<file path="config.mk">
export PLATFORM = sky130hd
export DESIGN_NAME = matrix_mac_stream
export DESIGN_NICKNAME = d
export VERILOG_FILES = /design/src/rtl/matrix_mac_stream.sv
export SDC_FILE = /design/constraint.sdc
export NUM_CORES = 1
export LEC_CHECK = 0
export CELL_PAD_IN_SITES_DETAIL_PLACEMENT = 1
export CELL_PAD_IN_SITES_GLOBAL_PLACEMENT = 1
export CORE_MARGIN = 2
export CORE_UTILIZATION = 45
export DETAILED_ROUTE_END_ITERATION = 6
export PLACE_DENSITY_LB_ADDON = 0.1
export SYNTH_ARGS = -nofsm -noshare
export SYNTH_HDL_FRONTEND = slang
export SYNTH_SLANG_ARGS = --single-unit
</file>
<file path="constraint.sdc">
create_clock -name clk -period 8.2 [get_ports clk]
set_input_delay 1.23 -clock clk [delete_from_list [all_inputs] [get_ports clk]]
set_output_delay 1.23 -clock clk [all_outputs]
set_load 0.02 [all_outputs]
</file>
<file path="src/rtl/matrix_mac_stream.sv">
// Streaming SIZE x SIZE matrix multiplier: loads A then B row-major, computes C = A*B
// with a single two-stage multiply-accumulate pipeline, then streams C out row-major.
module matrix_mac_stream #(
  parameter int unsigned SIZE = 4,
  parameter int unsigned DW   = 8,
  localparam int unsigned ACCW = 2*DW + $clog2(SIZE)
) (
  input  logic            clk,
  input  logic            reset,
  input  logic            start,
  input  logic            sgn,
  input  logic            in_valid,
  output logic            in_ready,
  input  logic [DW-1:0]   in_data,
  output logic            out_valid,
  input  logic            out_ready,
  output logic [ACCW-1:0] out_data,
  output logic            busy,
  output logic            done
);

  localparam int unsigned IW    = $clog2(SIZE);
  localparam int unsigned PW    = 2*DW;
  localparam int unsigned EXTW  = ACCW - PW;
  localparam int unsigned NCUBE = SIZE*SIZE*SIZE;
  localparam int unsigned CW    = $clog2(NCUBE + 2);
  localparam int unsigned LAST  = SIZE - 1;

  typedef enum logic [1:0] {IDLE, LOAD, COMP, OUT} state_t;

  state_t state_q, state_d;

  // Operand and result storage; deliberately not reset.
  logic [DW-1:0]   a_mem [SIZE][SIZE];
  logic [DW-1:0]   b_mem [SIZE][SIZE];
  logic [ACCW-1:0] c_mem [SIZE][SIZE];

  logic          sgn_q;
  logic [IW-1:0] ld_row, ld_col;
  logic          ld_sel;
  logic [IW-1:0] ci, cj, ck;
  logic [CW-1:0] comp_cnt;
  logic [IW-1:0] out_row, out_col;

  // Pipeline stage 1: product plus the tags describing where it belongs.
  logic [PW-1:0] p_q;
  logic          s1_valid, s1_first, s1_last;
  logic [IW-1:0] s1_i, s1_j;

  // Pipeline stage 2 accumulator.
  logic [ACCW-1:0] acc;

  logic            in_fire, out_fire;
  logic            ld_last, out_last;
  logic            issue, comp_end;
  logic [DW-1:0]   a_el, b_el;
  logic [PW-1:0]   mul_a, mul_b, mul_p;
  logic [ACCW-1:0] p_ext, acc_next;
  logic [IW-1:0]   out_row_n, out_col_n;

  function automatic logic [IW-1:0] wrap_inc(input logic [IW-1:0] v);
    return (v == IW'(LAST)) ? '0 : v + IW'(1);
  endfunction

  assign in_fire  = in_valid & in_ready;
  assign out_fire = out_valid & out_ready;
  assign ld_last  = ld_sel & (ld_row == IW'(LAST)) & (ld_col == IW'(LAST));
  assign out_last = (out_row == IW'(LAST)) & (out_col == IW'(LAST));
  assign issue    = (state_q == COMP) & (comp_cnt < CW'(NCUBE));
  assign comp_end = (state_q == COMP) & (comp_cnt == CW'(NCUBE + 1));

  // Operands are sign- or zero-extended to full product width, so the low PW bits are exact.
  assign a_el  = a_mem[ci][ck];
  assign b_el  = b_mem[ck][cj];
  assign mul_a = {{DW{sgn_q & a_el[DW-1]}}, a_el};
  assign mul_b = {{DW{sgn_q & b_el[DW-1]}}, b_el};
  assign mul_p = mul_a * mul_b;

  assign p_ext    = {{EXTW{sgn_q & p_q[PW-1]}}, p_q};
  assign acc_next = s1_first ? p_ext : acc + p_ext;

  assign out_col_n = wrap_inc(out_col);
  assign out_row_n = (out_col == IW'(LAST)) ? wrap_inc(out_row) : out_row;

  // Next-state logic and the same-cycle completion strobe.
  always_comb begin
    state_d = state_q;
    done    = 1'b0;
    case (state_q)
      IDLE: if (start) state_d = LOAD;
      LOAD: if (in_fire && ld_last) state_d = COMP;
      COMP: if (comp_end) state_d = OUT;
      OUT: begin
        if (out_fire && out_last) begin
          done    = 1'b1;
          state_d = IDLE;
        end
      end
      default: state_d = IDLE;
    endcase
  end

  always_ff @(posedge clk) begin
    if (!reset) begin
      state_q   <= IDLE;
      in_ready  <= 1'b0;
      out_valid <= 1'b0;
      busy      <= 1'b0;
      out_data  <= '0;
      sgn_q     <= 1'b0;
      ld_row    <= '0;
      ld_col    <= '0;
      ld_sel    <= 1'b0;
      ci        <= '0;
      cj        <= '0;
      ck        <= '0;
      comp_cnt  <= '0;
      out_row   <= '0;
      out_col   <= '0;
      p_q       <= '0;
      s1_valid  <= 1'b0;
      s1_first  <= 1'b0;
      s1_last   <= 1'b0;
      s1_i      <= '0;
      s1_j      <= '0;
      acc       <= '0;
    end else begin
      state_q   <= state_d;
      in_ready  <= (state_d == LOAD);
      out_valid <= (state_d == OUT);
      busy      <= (state_d != IDLE);

      if (state_q == IDLE && start) begin
        sgn_q    <= sgn;
        ld_row   <= '0;
        ld_col   <= '0;
        ld_sel   <= 1'b0;
        ci       <= '0;
        cj       <= '0;
        ck       <= '0;
        comp_cnt <= '0;
      end

      if (in_fire) begin
        ld_col <= wrap_inc(ld_col);
        if (ld_col == IW'(LAST)) begin
          ld_row <= wrap_inc(ld_row);
          if (ld_row == IW'(LAST)) ld_sel <= ~ld_sel;
        end
      end

      if (state_q == COMP) comp_cnt <= comp_end ? '0 : comp_cnt + CW'(1);

      // Index walk: k innermost, then j, then i.
      if (issue) begin
        ck <= wrap_inc(ck);
        if (ck == IW'(LAST)) begin
          cj <= wrap_inc(cj);
          if (cj == IW'(LAST)) ci <= wrap_inc(ci);
        end
      end

      s1_valid <= issue;
      if (issue) begin
        p_q      <= mul_p;
        s1_first <= (ck == '0);
        s1_last  <= (ck == IW'(LAST));
        s1_i     <= ci;
        s1_j     <= cj;
      end

      if (s1_valid) acc <= acc_next;

      if (comp_end) begin
        out_row  <= '0;
        out_col  <= '0;
        out_data <= c_mem[0][0];
      end else if (out_fire && !out_last) begin
        out_row  <= out_row_n;
        out_col  <= out_col_n;
        out_data <= c_mem[out_row_n][out_col_n];
      end
    end
  end

  // Storage writes: operands during LOAD, finished sums from pipeline stage 2.
  always_ff @(posedge clk) begin
    if (in_fire) begin
      if (!ld_sel) a_mem[ld_row][ld_col] <= in_data;
      else         b_mem[ld_row][ld_col] <= in_data;
    end
    if (s1_valid && s1_last) c_mem[s1_i][s1_j] <= acc_next;
  end

endmodule

</file>
## After elaboration in Yosys (flattened, before gate mapping)

Memories as Yosys holds them, arrays and structs flattened. A register that Yosys moved wholly into a read port is not among the register bits.
Index checks and enable logic that the tools add are counted.

- Reductions and logical operators: 16
- Order comparisons: 8
- Add/subtract/negate cells: 9
- $mul: 1
- Multiplexer cells: 62
- Bitwise gates (word level): 17
- Equality and inequality tests: 13

Operators by type and width:

| cell | count |
|---|---|
| two-way mux 18 bit | 6 |
| two-way mux 72 bit | 1 |
| two-way mux 32 bit | 2 |
| two-way mux 2 bit | 28 |
| two-way mux 8 bit | 5 |
| binary-select mux 18 bit (select 2 bit) | 1 |
| demux 18 bit (select 2 bit) | 1 |
| binary-select mux 8 bit (select 2 bit) | 2 |
| two-way mux 7 bit | 3 |
| equality test 2 bit (second input constant) | 10 |
| adder 18 bit | 1 |
| demux 8 bit (select 2 bit) | 1 |
| multiplier 9 x 9 -> 16 bit | 1 |
| greater-or-equal comparator 3 bit (second input constant) | 5 |
| NOT 2 -> 3 bit | 5 |
| adder 2 x 1 -> 2 bit (second input constant) | 7 |
| two-way mux 1 bit | 11 |
| bitwise AND 1 bit | 10 |
| nonzero test 2 bit | 5 |
| case mux 2 bit (4 select lines) | 1 |
| adder 7 x 1 -> 7 bit (second input constant) | 1 |
| equality test 7 bit (second input constant) | 1 |
| logical AND 1 bit | 7 |
| less-than comparator 7 bit (second input constant) | 1 |
| 6 further kinds | 10 |

- Flip-flop bits (word level): 87
- Memories kept: 3
- Input bits: 14
- Logic and storage cells: 151
- Memory bits (writable): 544

Memories:

| name | words | bits a word | rd ports | clocked after Yosys merged registers in | write ports | line | source |
|---|---|---|---|---|---|---|---|
| c_mem | 4 | 72 | 2 | 0 | 1 | 36 | `logic [ACCW-1:0] c_mem [SIZE][SIZE];` |
| a_mem | 4 | 32 | 1 | 1 | 1 | 34 | `logic [DW-1:0] a_mem [SIZE][SIZE];` |
| b_mem | 4 | 32 | 1 | 1 | 1 | 35 | `logic [DW-1:0] b_mem [SIZE][SIZE];` |

## Logic depth before layout (Yosys ltp)

Gate-level depths: netlist of the first run.
An unclocked memory read counts as a cell.

- Depth in word-level cells: 9
- Depth in mapped cells: 25
- Mapped depth without buffers: 22

## Worst setup path before layout of the first run

No wires, ideal clock.

- Path type: flip-flop to flip-flop
- Start point: reg (tool-made name)
- End point: reg p_q[15]
- Data required time: 8.085 ns
- Library setup time: 0.115 ns
- Data arrival time: 6.261 ns
- Period minus slack after synthesis: 6.376 ns
- Slack: 1.824 ns
- Stages on the path, launching flop included: 24
- Path buffers: 3
- Path through: dfxtp_1 > buf_2 > buf_2 > buf_2 > mux4_2 > mux4_2 > and2_1 > fa_1 > inv_1 > fa_1 > inv_1 > fa_1 > fa_1 > inv_1 > fa_1 > inv_1 > ha_1 > o21a_1 > o21ai_0 > a21oi_1 > a31oi_1 > xnor2_1 > o21ai_1 > and2_1

RTL lines:

| item | line | source |
|---|---|---|
| to (signal assigned) | 165 | `p_q <= mul_p;` |
| to (decl) | 46 | `logic [PW-1:0] p_q;` |

==> summary.md, run 1 <==
| Metric | Value |
|---|---|
| Gp weighted congestion | 0.789 |
| Post-CTS resize count | 0 |
| Detailed-route via count | 16300 |
| CTS Root Cell | clkbuf_16 |
| Worst-path fanout max | 28 |
| Register area share after synthesis | 63.1% |
| First-pass GRT wire length | 108000 um |
| Placed instance area | 0.0302 mm^2 |
| Sink Count | 633 |
| Final hold viol count | 0 |
| Clock power share | 44.9% |
| Critical path class | register to register |
| DRC errors left | 0 |
| Worst Hold Class | register to register |
| M1 GR Usage | 28.5% |
| Post-route cell area | 0.0324 mm^2 |
| Post-Synthesis Cell Area | 0.0287 mm^2 |
| Reg2Reg Setup Slack | 1390 ps |
| Met2 Resource Use GR | 38.5% |
| CTS Buffer Depth | 3 |
| Die Ht | 257 um |
| Largest net degree at the start of global routing | 144 |
| YS warnings | 0 |
| Starting Density | 45.5% |
| Worst-Margin Slew | 1240 ps |
| Area added between synthesis and finish | 12.8% |
| Pins Over Slew Limit | 0 |
| RSZ-0062 raised after global routing | false |
| WL per Instance | 24.3 um |
| Top_reg_cell synth | edfxtp_1 |
| Synthesized flop and latch total | 633 |
| Switch share | 20.8% |
| Power Density | 211 mW/mm^2 |
| Met3 track demand over resource | 2.70% |
| TritonCTS Buffers | 70 |
| Critical path's largest stage delay | 940 ps |
| Sequential share of power | 51.0% |
| IO Pins | 36 |
| Hold buffer count at CTS | 0 |
| Pre-CTS setup slack | 1300 ps |
| Crit start category | register |
| DR pass1 iterations | 5 |
| Die area | 0.0658 mm^2 |
| Crit path max-delay family | adder cells |
| Core Area | 0.0631 mm^2 |
| Final Critical Period | 6810 ps |
| Combinational Power Share | 4.1% |
| Total track usage | 21.9% |
| Nets@finish | 2139 |
| PortBufs | 35 |
| Cell count after synthesis | 1950 |
| Final HPWL DP | 44800 um |
| Post-CTS setup buffers | 0 |
| Initial antenna violation count | 0 |
| Syn_nets | 2094 |
| Netlist cell types | 65 |
| Clock-pin transition on the worst setup and hold timing paths | 60 ps |
| Max Freq | 147 MHz |
| DRT Wirelength | 70400 um |
| CP Data Arrival Time | 7280 ps |
| Tot Pwr | 6.82 mW |
| Util after Layout | 51.3% |
| Final Worst Setup Slack | 1390 ps |
| Number of antenna diodes | 0 |
| Commonest non-fill, non-tap cell in the layout | edfxtp_1 |
| H-tree depth | 3 |
| Worst Path Required | 8680 ps |
| Clock Skew | 31.6 ps |
| Worst VDD drop | 170 uV |
| Sw Pwr | 1.42 mW |
| Final setup violation count | 0 |
| Setup tns final | 0 ps |
| Critical Path End Type | register |
| Worst path cell trace | mux4_2, mux4_2, and2_1, nand2_1, fa_1, inv_1, fa_1, fa_1, fa_1, inv_1, fa_1, inv_1, ha_1, o21a_1, o21ai_0, a21oi_1, a31oi_1, xnor2_1, o21ai_1, and2_1 |
| Drt via density | 5.63 |
| Leak | 11.4 nW |
| Slowest-stage cell, CP | dfxtp_2 |
| Critical path buffers and inverters | 3 |
| Share of post-route cells with drive strength above 1 | 13.6% |
| Row count | 92 |
| Status | finished clean |
| Placed cells | 2769 |
| Max-Cap Viols | 0 |
| Internal Power | 5.40 mW |
| CTS tree | built |
| Die width | 257 um |
| Cell repeated most along the worst path | fa_1 |
| Final period util | 83.0% |
| Non-Filler Instances | 2893 |
| Clk Latency, worst-skew pair | 610 ps |
| Most frequent cells in the layout | edfxtp_1, nand2_1, inv_1, dfxtp_1, mux4_2 |
| Vias in the first global route | 17700 |
| Gr busiest metal | met2 |
| Async SR Flop Fraction | 0% |
| Synthesized area per cell | 14.7 um^2 |
| GR Overflow Total | 0 |
| Fillers | 6122 |
| EDFF count, synth | 544 |
| Routed Antenna Nets | 0 |
| Slew Limit Headroom | 16.5% |
| Hold slack final | 475 ps |
| DRT iter0 DRCs | 1203 |
power by group through the flow:
| stage | sequential (mW) | combinational [mW] | clock [mW] |
|---|---|---|---|
| 2_1_floorplan | 3.54 | 0.197 | 0 |
| 3_3_place_gp | 3.55 | 0.279 | 0 |
| 3_5_place_dp | 3.55 | 0.283 | 0 |
| 4_1_cts | 3.48 | 0.287 | 3.13 |
| 5_1_grt | 3.48 | 0.326 | 3.23 |
| 6_report | 3.48 | 0.280 | 3.06 |
worst register-to-register path: cells and delay by family, from the launching register on:
kind | cells | cell delay [ps]
AO/OA/AOI/OAI | 5 | 890
XOR/XNOR | 1 | 140
adder cells (fa/ha/maj) | 6 | 2690
multiplexers | 2 | 1230
buffers and inverters | 3 | 190
flip-flops | 1 | 940
AND/OR/NAND/NOR | 3 | 600
synthesized netlist by cell type (all sizes together), types with 23 or more instances:
master | number | area [um^2]
edfxtp | 544 | 16300
nand2 | 145 | 544
inv | 90 | 338
dfxtp | 89 | 1780
mux4 | 79 | 1780
mux2i | 77 | 771
clkbuf | 75 | 282
a211oi | 74 | 556
and2 | 74 | 463
nor2b | 73 | 457
ha | 66 | 826
fa | 64 | 1280
o21ai | 60 | 300
nor2 | 50 | 188
nand3 | 35 | 175
a31oi | 28 | 175
buf | 28 | 141
a21oi | 27 | 135
a21boi | 23 | 184
final cells by class:
class                           count  area, um^2  share of cell area (%)
Inverter                           95         357                    1.10
Sequential cell                   633       18100                    56.0
Multi-Input combinational cell   1119        9950                    30.7
Timing Repair Buffer               76         666                    2.06
Tap cell                          846        1060                    3.27
Clock inverter                     36         359                    1.11
Clock buffer                       88        1870                    5.78
worst paths after layout:
check,start,to,cells after the start
setup reg to reg,ci[0],p_q[15],20
setup / recovery,ci[0],p_q[15],20
hold / removal,out_data[15],out_data[15],2
hold reg to reg,out_data[15],out_data[15],2
cell families (layout without fill, tap and decap cells):
logic type,after synthesis,count (layout),synth area share [%]
fa+ha+maj,130,130,7.34
flops,633,633,63.1
compound gates,334,334,8.33
xor+xnor,31,31,0.946
buf+inv,198,295,2.72
mux,176,176,9.67
simple gates,448,448,7.89
routing by layer:
layer,vias to the layer above,share of wire (%)
li1,7467,-
met3,95,2.8
met5,-,0
met1,8476,44
met2,249,51
met4,0,2.1
state kept, by name, summed over array words and instances (netlist names), 2 cells and up, named ones only:
register  flops
c_mem       288
a_mem       128
b_mem       128
acc          18
out_data     18
p_q          16
comp_cnt      7
ci            2
cj            2
ck            2
ld_col        2
ld_row        2
out_col       2
out_row       2
s1_i          2
s1_j          2
state_q       2
Note: power is estimated with default switching activity, not from simulation.
==> inputs of run 2 (changes only) <==
==> constraint.sdc (replaced) <==
create_clock -name clk -period 6.3 [get_ports clk]
set_input_delay 0.945 -clock clk [delete_from_list [all_inputs] [get_ports clk]]
set_output_delay 0.945 -clock clk [all_outputs]
set_load 0.02 [all_outputs]
==> run 2 against run 1 <==
Routed wire length increased by 3.3%. Fmax up 13%. Cell area up 1.3%. Sequential cell count unchanged. Clock power up 32%. Global-route usage rose by 0.52 points. First-iteration DRC count shrank 2.2%. Total power up 31%. Clock skew is 20 ps lower. Via count rose by 2.0%.
==> summary.md, run 2 (synthesis results as in run 1) <==
| Metric | Value |
|---|---|
| Row count | 92 |
| CTS Buffer Depth | 3 |
| Initial antenna violation count | 0 |
| WL per Instance | 24.8 um |
| GR Overflow Total | 0 |
| First-pass GRT wire length | 111000 um |
| Non-Filler Instances | 2930 |
| Reg2Reg Setup Slack | 280 ps |
| Area added between synthesis and finish | 14.3% |
| Worst-path fanout max | 9 |
| Clk Latency, worst-skew pair | 590 ps |
| Die Ht | 257 um |
| R2R cell count | 21 |
| DRC errors left | 0 |
| Hold Path Stages | 2 |
| DR pass1 iterations | 5 |
| Starting Density | 45.5% |
| Area of the multi-input gates | 0.00996 mm^2 |
| RSZ-0062 raised after global routing | true |
| Worst VDD drop | 298 uV |
| Crit start category | register |
| Util after Layout | 52.0% |
| Gp weighted congestion | 0.797 |
| Slew Limit Headroom | 14.9% |
| Most frequent cells in the layout | edfxtp_1, nand2_1, inv_1, dfxtp_1, mux4_2 |
| Nets@finish | 2175 |
| Vias in the first global route | 17900 |
| Die area | 0.0658 mm^2 |
| Detailed-route via count | 16600 |
| Routed Antenna Nets | 0 |
| FF/Latch Area | 0.0181 mm^2 |
| Max Freq | 166 MHz |
| CP Data Arrival Time | 6510 ps |
| Biggest register | c_mem |
| Final period util | 95.5% |
| Final hold viol count | 0 |
| Clock-pin transition on the worst setup and hold timing paths | 60 ps |
| Reg2reg end | p_q[15] |
| Critical path class | register to register |
| Regs by FF count | c_mem x288, a_mem x128, b_mem x128 |
| Number of antenna diodes | 0 |
| Core Area | 0.0631 mm^2 |
| Tot Pwr | 8.96 mW |
| Worst Path Required | 6790 ps |
| Final HPWL DP | 47000 um |
| DRT Wirelength | 72700 um |
| Hold Startpoint | out_col[1] |
| Clock Skew | 11.7 ps |
| Slowest-stage cell, CP | mux4_2 |
| Share of post-route cells with drive strength above 1 | 14.9% |
| Commonest non-fill, non-tap cell in the layout | edfxtp_1 |
| Critical path's largest stage delay | 560 ps |
| Cell repeated most along the worst path | fa_1 |
| Critical Path End Type | register |
| Fillers | 6134 |
| Endpoint, Worst Hold | out_col[1] |
| Pins Over Slew Limit | 0 |
| TritonCTS Buffers | 69 |
| Leak | 11.6 nW |
| Placed cells | 2799 |
| Worst Hold Class | register to register |
| H-tree depth | 3 |
| Worst path cell trace | buf_12, mux4_2, mux4_2, and2_1, fa_1, inv_1, fa_1, inv_1, fa_1, fa_1, inv_1, fa_1, inv_1, ha_1, o21a_1, o21ai_1, a21oi_1, a31oi_1, xnor2_1, o21ai_1, and2_1 |
| CTS Root Cell | clkbuf_16 |
| Hold slack final | 471 ps |
| Sink Count | 633 |
| Status | finished clean |
| Max-Cap Viols | 0 |
| PortBufs | 35 |
| DRT iter0 DRCs | 1177 |
| Power Density | 273 mW/mm^2 |
| Final setup violation count | 0 |
| Drt via density | 5.67 |
| Largest net degree at the start of global routing | 128 |
| Total track usage | 22.4% |
| CTS tree | built |
| Worst-Margin Slew | 1270 ps |
| IO Pins | 36 |
| Die width | 257 um |
| Max reg flops | 288 |
| Final Critical Period | 6020 ps |
==> run 2: how the worst max path moves through the flow <==
stage,start,endpoint,slack [ps],depth (start not counted)
final,register,p_q[15],280,21
after CTS,register,p_q[14],90,21
after detailed placement,register,p_q[14],70,21
after floorplan,register,p_q[15],20,23
after global placement,register,p_q[14],150,21
after global routing,register,p_q[15],-20,25
==> run 2: layer usage <==
layer / GRT usage, % / wire length (um) / share of wire (%) / vias to the layer above
li1: - / - / - / 7544
met1: 29.5 / 31800 / 44 / 8686
met2: 39.5 / 37300 / 51 / 280
met3: 2.76 / 2410 / 3.3 / 99
met4: 5.33 / 1260 / 1.7 / 0
met5: 0 / 0 / 0 / -
==> run 2: worst max-delay path, delay by kind of cell (launching register included) <==
family	cells	cell delay, ps
adders and majority gates	6	2830
muxes	2	1070
AOI/OAI and AO/OA	5	680
DFF	1	420
buffers and inverters	5	360
and+or+nand+nor	2	360
xor gates and xnor gates	1	170
==> run 2: per-stage QoR <==
stage                     setup TNS, ps  cell area, um^2  worst slack [ps]
after floorplan                       0            28700              17.6
after global placement                0            30500               150
after detailed placement              0            30500              74.8
after CTS                             0            32700              91.6
after global routing              -19.8            32800             -19.8
final                                 0            32800               281
==> run 2: power breakdown <==
part | switching [mW] | leakage, nW | internal [mW]
Clock | 1.65 | 1.08 | 2.40
Combinational | 0.221 | 4.96 | 0.163
Sequential | 0.00479 | 5.60 | 4.52
Total | 1.88 | 11.6 | 7.09
==> run 2: layout make-up <==
type	count	area share, %
Clock buffer	95	5.65
Inverter	95	1.09
Timing Repair Buffer	113	3.29
Multi-Input combinational cell	1119	30.4
Sequential cell	633	55.2
Clock inverter	29	1.15
Tap cell	846	3.23
==> run 2: what timing repair did <==
item	4_1_cts	5_1_grt
resized for setup	0	6
endpoints found under the setup margin	0	5
setup buffers	0	5
hold buffers	0	0
endpoints found under the hold margin	0	0
==> inputs of run 3 (changes only) <==
--- a/config.mk
+++ b/config.mk
@@ -5,10 +5,11 @@
 export SDC_FILE = /design/constraint.sdc
 export NUM_CORES = 1
 export LEC_CHECK = 0
+export ABC_CLOCK_PERIOD_IN_PS = 6300
 export CELL_PAD_IN_SITES_DETAIL_PLACEMENT = 1
 export CELL_PAD_IN_SITES_GLOBAL_PLACEMENT = 1
 export CORE_MARGIN = 2
-export CORE_UTILIZATION = 45
+export CORE_UTILIZATION = 35
 export DETAILED_ROUTE_END_ITERATION = 6
 export PLACE_DENSITY_LB_ADDON = 0.1
 export SYNTH_ARGS = -nofsm -noshare
==> run 3 against run 2 <==
Register-to-register slack got worse by 30 ps. Worst hold slack improved by 0.71 ps. Sequential share of layout area is 0.86 points lower. Clock power is 5.2% higher. Global-route usage is 4.3 points lower. Via count shrank 0.22%.
==> summary.md, run 3 (synthesis results as in run 1) <==
| Metric | Value |
|---|---|
| Status | finished clean |
| Pins Over Slew Limit | 0 |
| Crit path max-delay family | adder cells |
| DR pass1 iterations | 4 |
| Most frequent cells in the layout | edfxtp_1, nand2_1, dfxtp_1, inv_1, mux4_2 |
| Detailed-route via count | 16600 |
| Largest net degree at the start of global routing | 53 |
| Worst VDD drop | 167 uV |
| Cell repeated most along the worst path | fa_1 |
| RSZ-0062 raised after global routing | false |
| Max reg flops | 288 |
| WL per Instance | 23.9 um |
| CP Data Arrival Time | 6550 ps |
| Leak | 11.8 nW |
| Slowest-stage cell, CP | mux4_2 |
| Worst Path Required | 6790 ps |
| Die width | 290 um |
| Final period util | 96.1% |
| Slew Limit Headroom | 11.2% |
| Worst path cell trace | buf_12, buf_4, mux4_2, mux4_2, buf_4, and2_1, fa_1, fa_1, fa_1, fa_1, ha_1, ha_1, o21a_1, o21a_1, nor2_1, a21oi_2, a31oi_1, xnor2_1, o21ai_1, and2_1 |
| Worst-Margin Slew | 1330 ps |
| First-pass GRT wire length | 115000 um |
| Gp weighted congestion | 0.745 |
| Placed instance area | 0.0308 mm^2 |
| Clk Latency, worst-skew pair | 630 ps |
| Total track usage | 18.1% |
| Setup tns final | 0 ps |
| Nets@finish | 2179 |
| Drt via density | 5.24 |
| Final HPWL DP | 48700 um |
| CTS Root Cell | clkbuf_16 |
| Critical path's largest stage delay | 560 ps |
| Hold buffer count at CTS | 0 |
| H-tree depth | 3 |
| Core Area | 0.0816 mm^2 |
| Crit start category | register |
| TritonCTS Buffers | 74 |
| Vias in the first global route | 17900 |
| Critical path buffers and inverters | 3 |
| Die Ht | 290 um |
| Post-route cell area | 0.0333 mm^2 |
| Initial antenna violation count | 3 |
| DRT iter0 DRCs | 948 |
| CTS Buffer Depth | 3 |
| Regs by FF count | c_mem x288, a_mem x128, b_mem x128 |
| GR Overflow Total | 0 |
| Placed cells | 3026 |
| Final hold viol count | 0 |
| Final Critical Period | 6050 ps |
| Routed Antenna Nets | 0 |
| DRT Wirelength | 75700 um |
| Worst-path fanout max | 15 |
| DRC errors left | 0 |
| Critical path class | register to register |
| Non-Filler Instances | 3163 |
| Max-Cap Viols | 0 |
| Critical Path End Type | register |
| Sink Count | 633 |
| Commonest non-fill, non-tap cell in the layout | edfxtp_1 |
| Max Freq | 165 MHz |
| Worst Hold Class | register to register |
| IO Pins | 36 |
| Fillers | 8166 |
| Clock-pin transition on the worst setup and hold timing paths | 60 ps |
| Power Density | 276 mW/mm^2 |
| Starting Density | 35.2% |
| Row count | 105 |
| Final setup violation count | 0 |
| PortBufs | 35 |
| CTS tree | built |
| Biggest register | c_mem |
| Share of post-route cells with drive strength above 1 | 15.8% |
| Clock Skew | 35.9 ps |
| Die area | 0.0843 mm^2 |
| Area added between synthesis and finish | 16.1% |
run 3: changes by cell type in the layout (fill, tap and decap cells not counted), moves of 4 or more:
| cell | previous run | this run |
|---|---|---|
| clkbuf_16 | 71 | 76 |
| clkinv_2 | 6 | 10 |
| o21ai_2 | 2 | 6 |
| o21ai_1 | 13 | 9 |
| clkbuf_1 | 23 | 14 |
| clkinv_1 | 12 | 18 |
| clkbuf_8 | 3 | 7 |
run 3: path summary, 6_finish.rpt:
kind | to | cells after the start | from | slack [ps]
hold reg to reg | out_col[1] | 2 | out_col[1] | 470
setup / recovery | p_q[15] | 20 | ci[0] | 250
hold / removal | out_col[1] | 2 | out_col[1] | 470
setup reg to reg | p_q[15] | 20 | ci[0] | 250
run 3: worst reg2reg max path, stage by stage (launching register included):
cell	delay [ps]
dfxtp_2	370
buf_12	190
buf_4	210
mux4_2	520
mux4_2	560
buf_4	200
and2_1	170
fa_1	550
fa_1	470
fa_1	530
fa_1	410
ha_1	290
ha_1	340
o21a_1	200
o21a_1	170
nor2_1	120
a21oi_2	60
a31oi_1	210
xnor2_1	140
o21ai_1	60
and2_1	150
run 3: per-layer routing:
| layer | track usage, % | vias to the layer above | routed length, um |
|---|---|---|---|
| met3 | 2.72 | 101 | 2770 |
| met1 | 23.8 | 8642 | 33600 |
| met5 | 0 | - | 0 |
| met2 | 31.1 | 272 | 37700 |
| met4 | 4.89 | 0 | 1660 |
| li1 | - | 7558 | - |
run 3: stage by stage:
stage	utilization, %	hold WS [ps]	power [mW]	worst slack (ps)
global route	40.8	489	9.51	4.73
finish	40.8	471	9.18	247
floorplan	-	440	4.87	17.6
global placement	37.8	446	5.00	44.5
detailed placement	37.8	458	5.00	114
CTS	40.7	466	9.29	61.0
run 3: cell type report:
cell class	count	area, um^2	share of cell area (%)
flip-flops and latches	633	18100	54.4
multi-input cells	1119	10000	30.0
clock buffers	96	2030	6.08
well taps	1070	1340	4.02
repair buffers	112	1090	3.27
clock inverters	37	393	1.18
inverters	95	357	1.07
diodes	1	2.50	0.00751
run 3: power by group:
part	switching (mW)	total [mW]	leakage (nW)	internal (mW)
sequential	0.00514	4.53	5.60	4.52
combinational	0.230	0.399	4.98	0.169
clock	1.77	4.26	1.18	2.49
run 3: what timing repair did:
action                                  4_1_cts  5_1_grt
setup buffers                                 0        2
endpoints found under the setup margin        0        5
gates resized for setup                       0       15
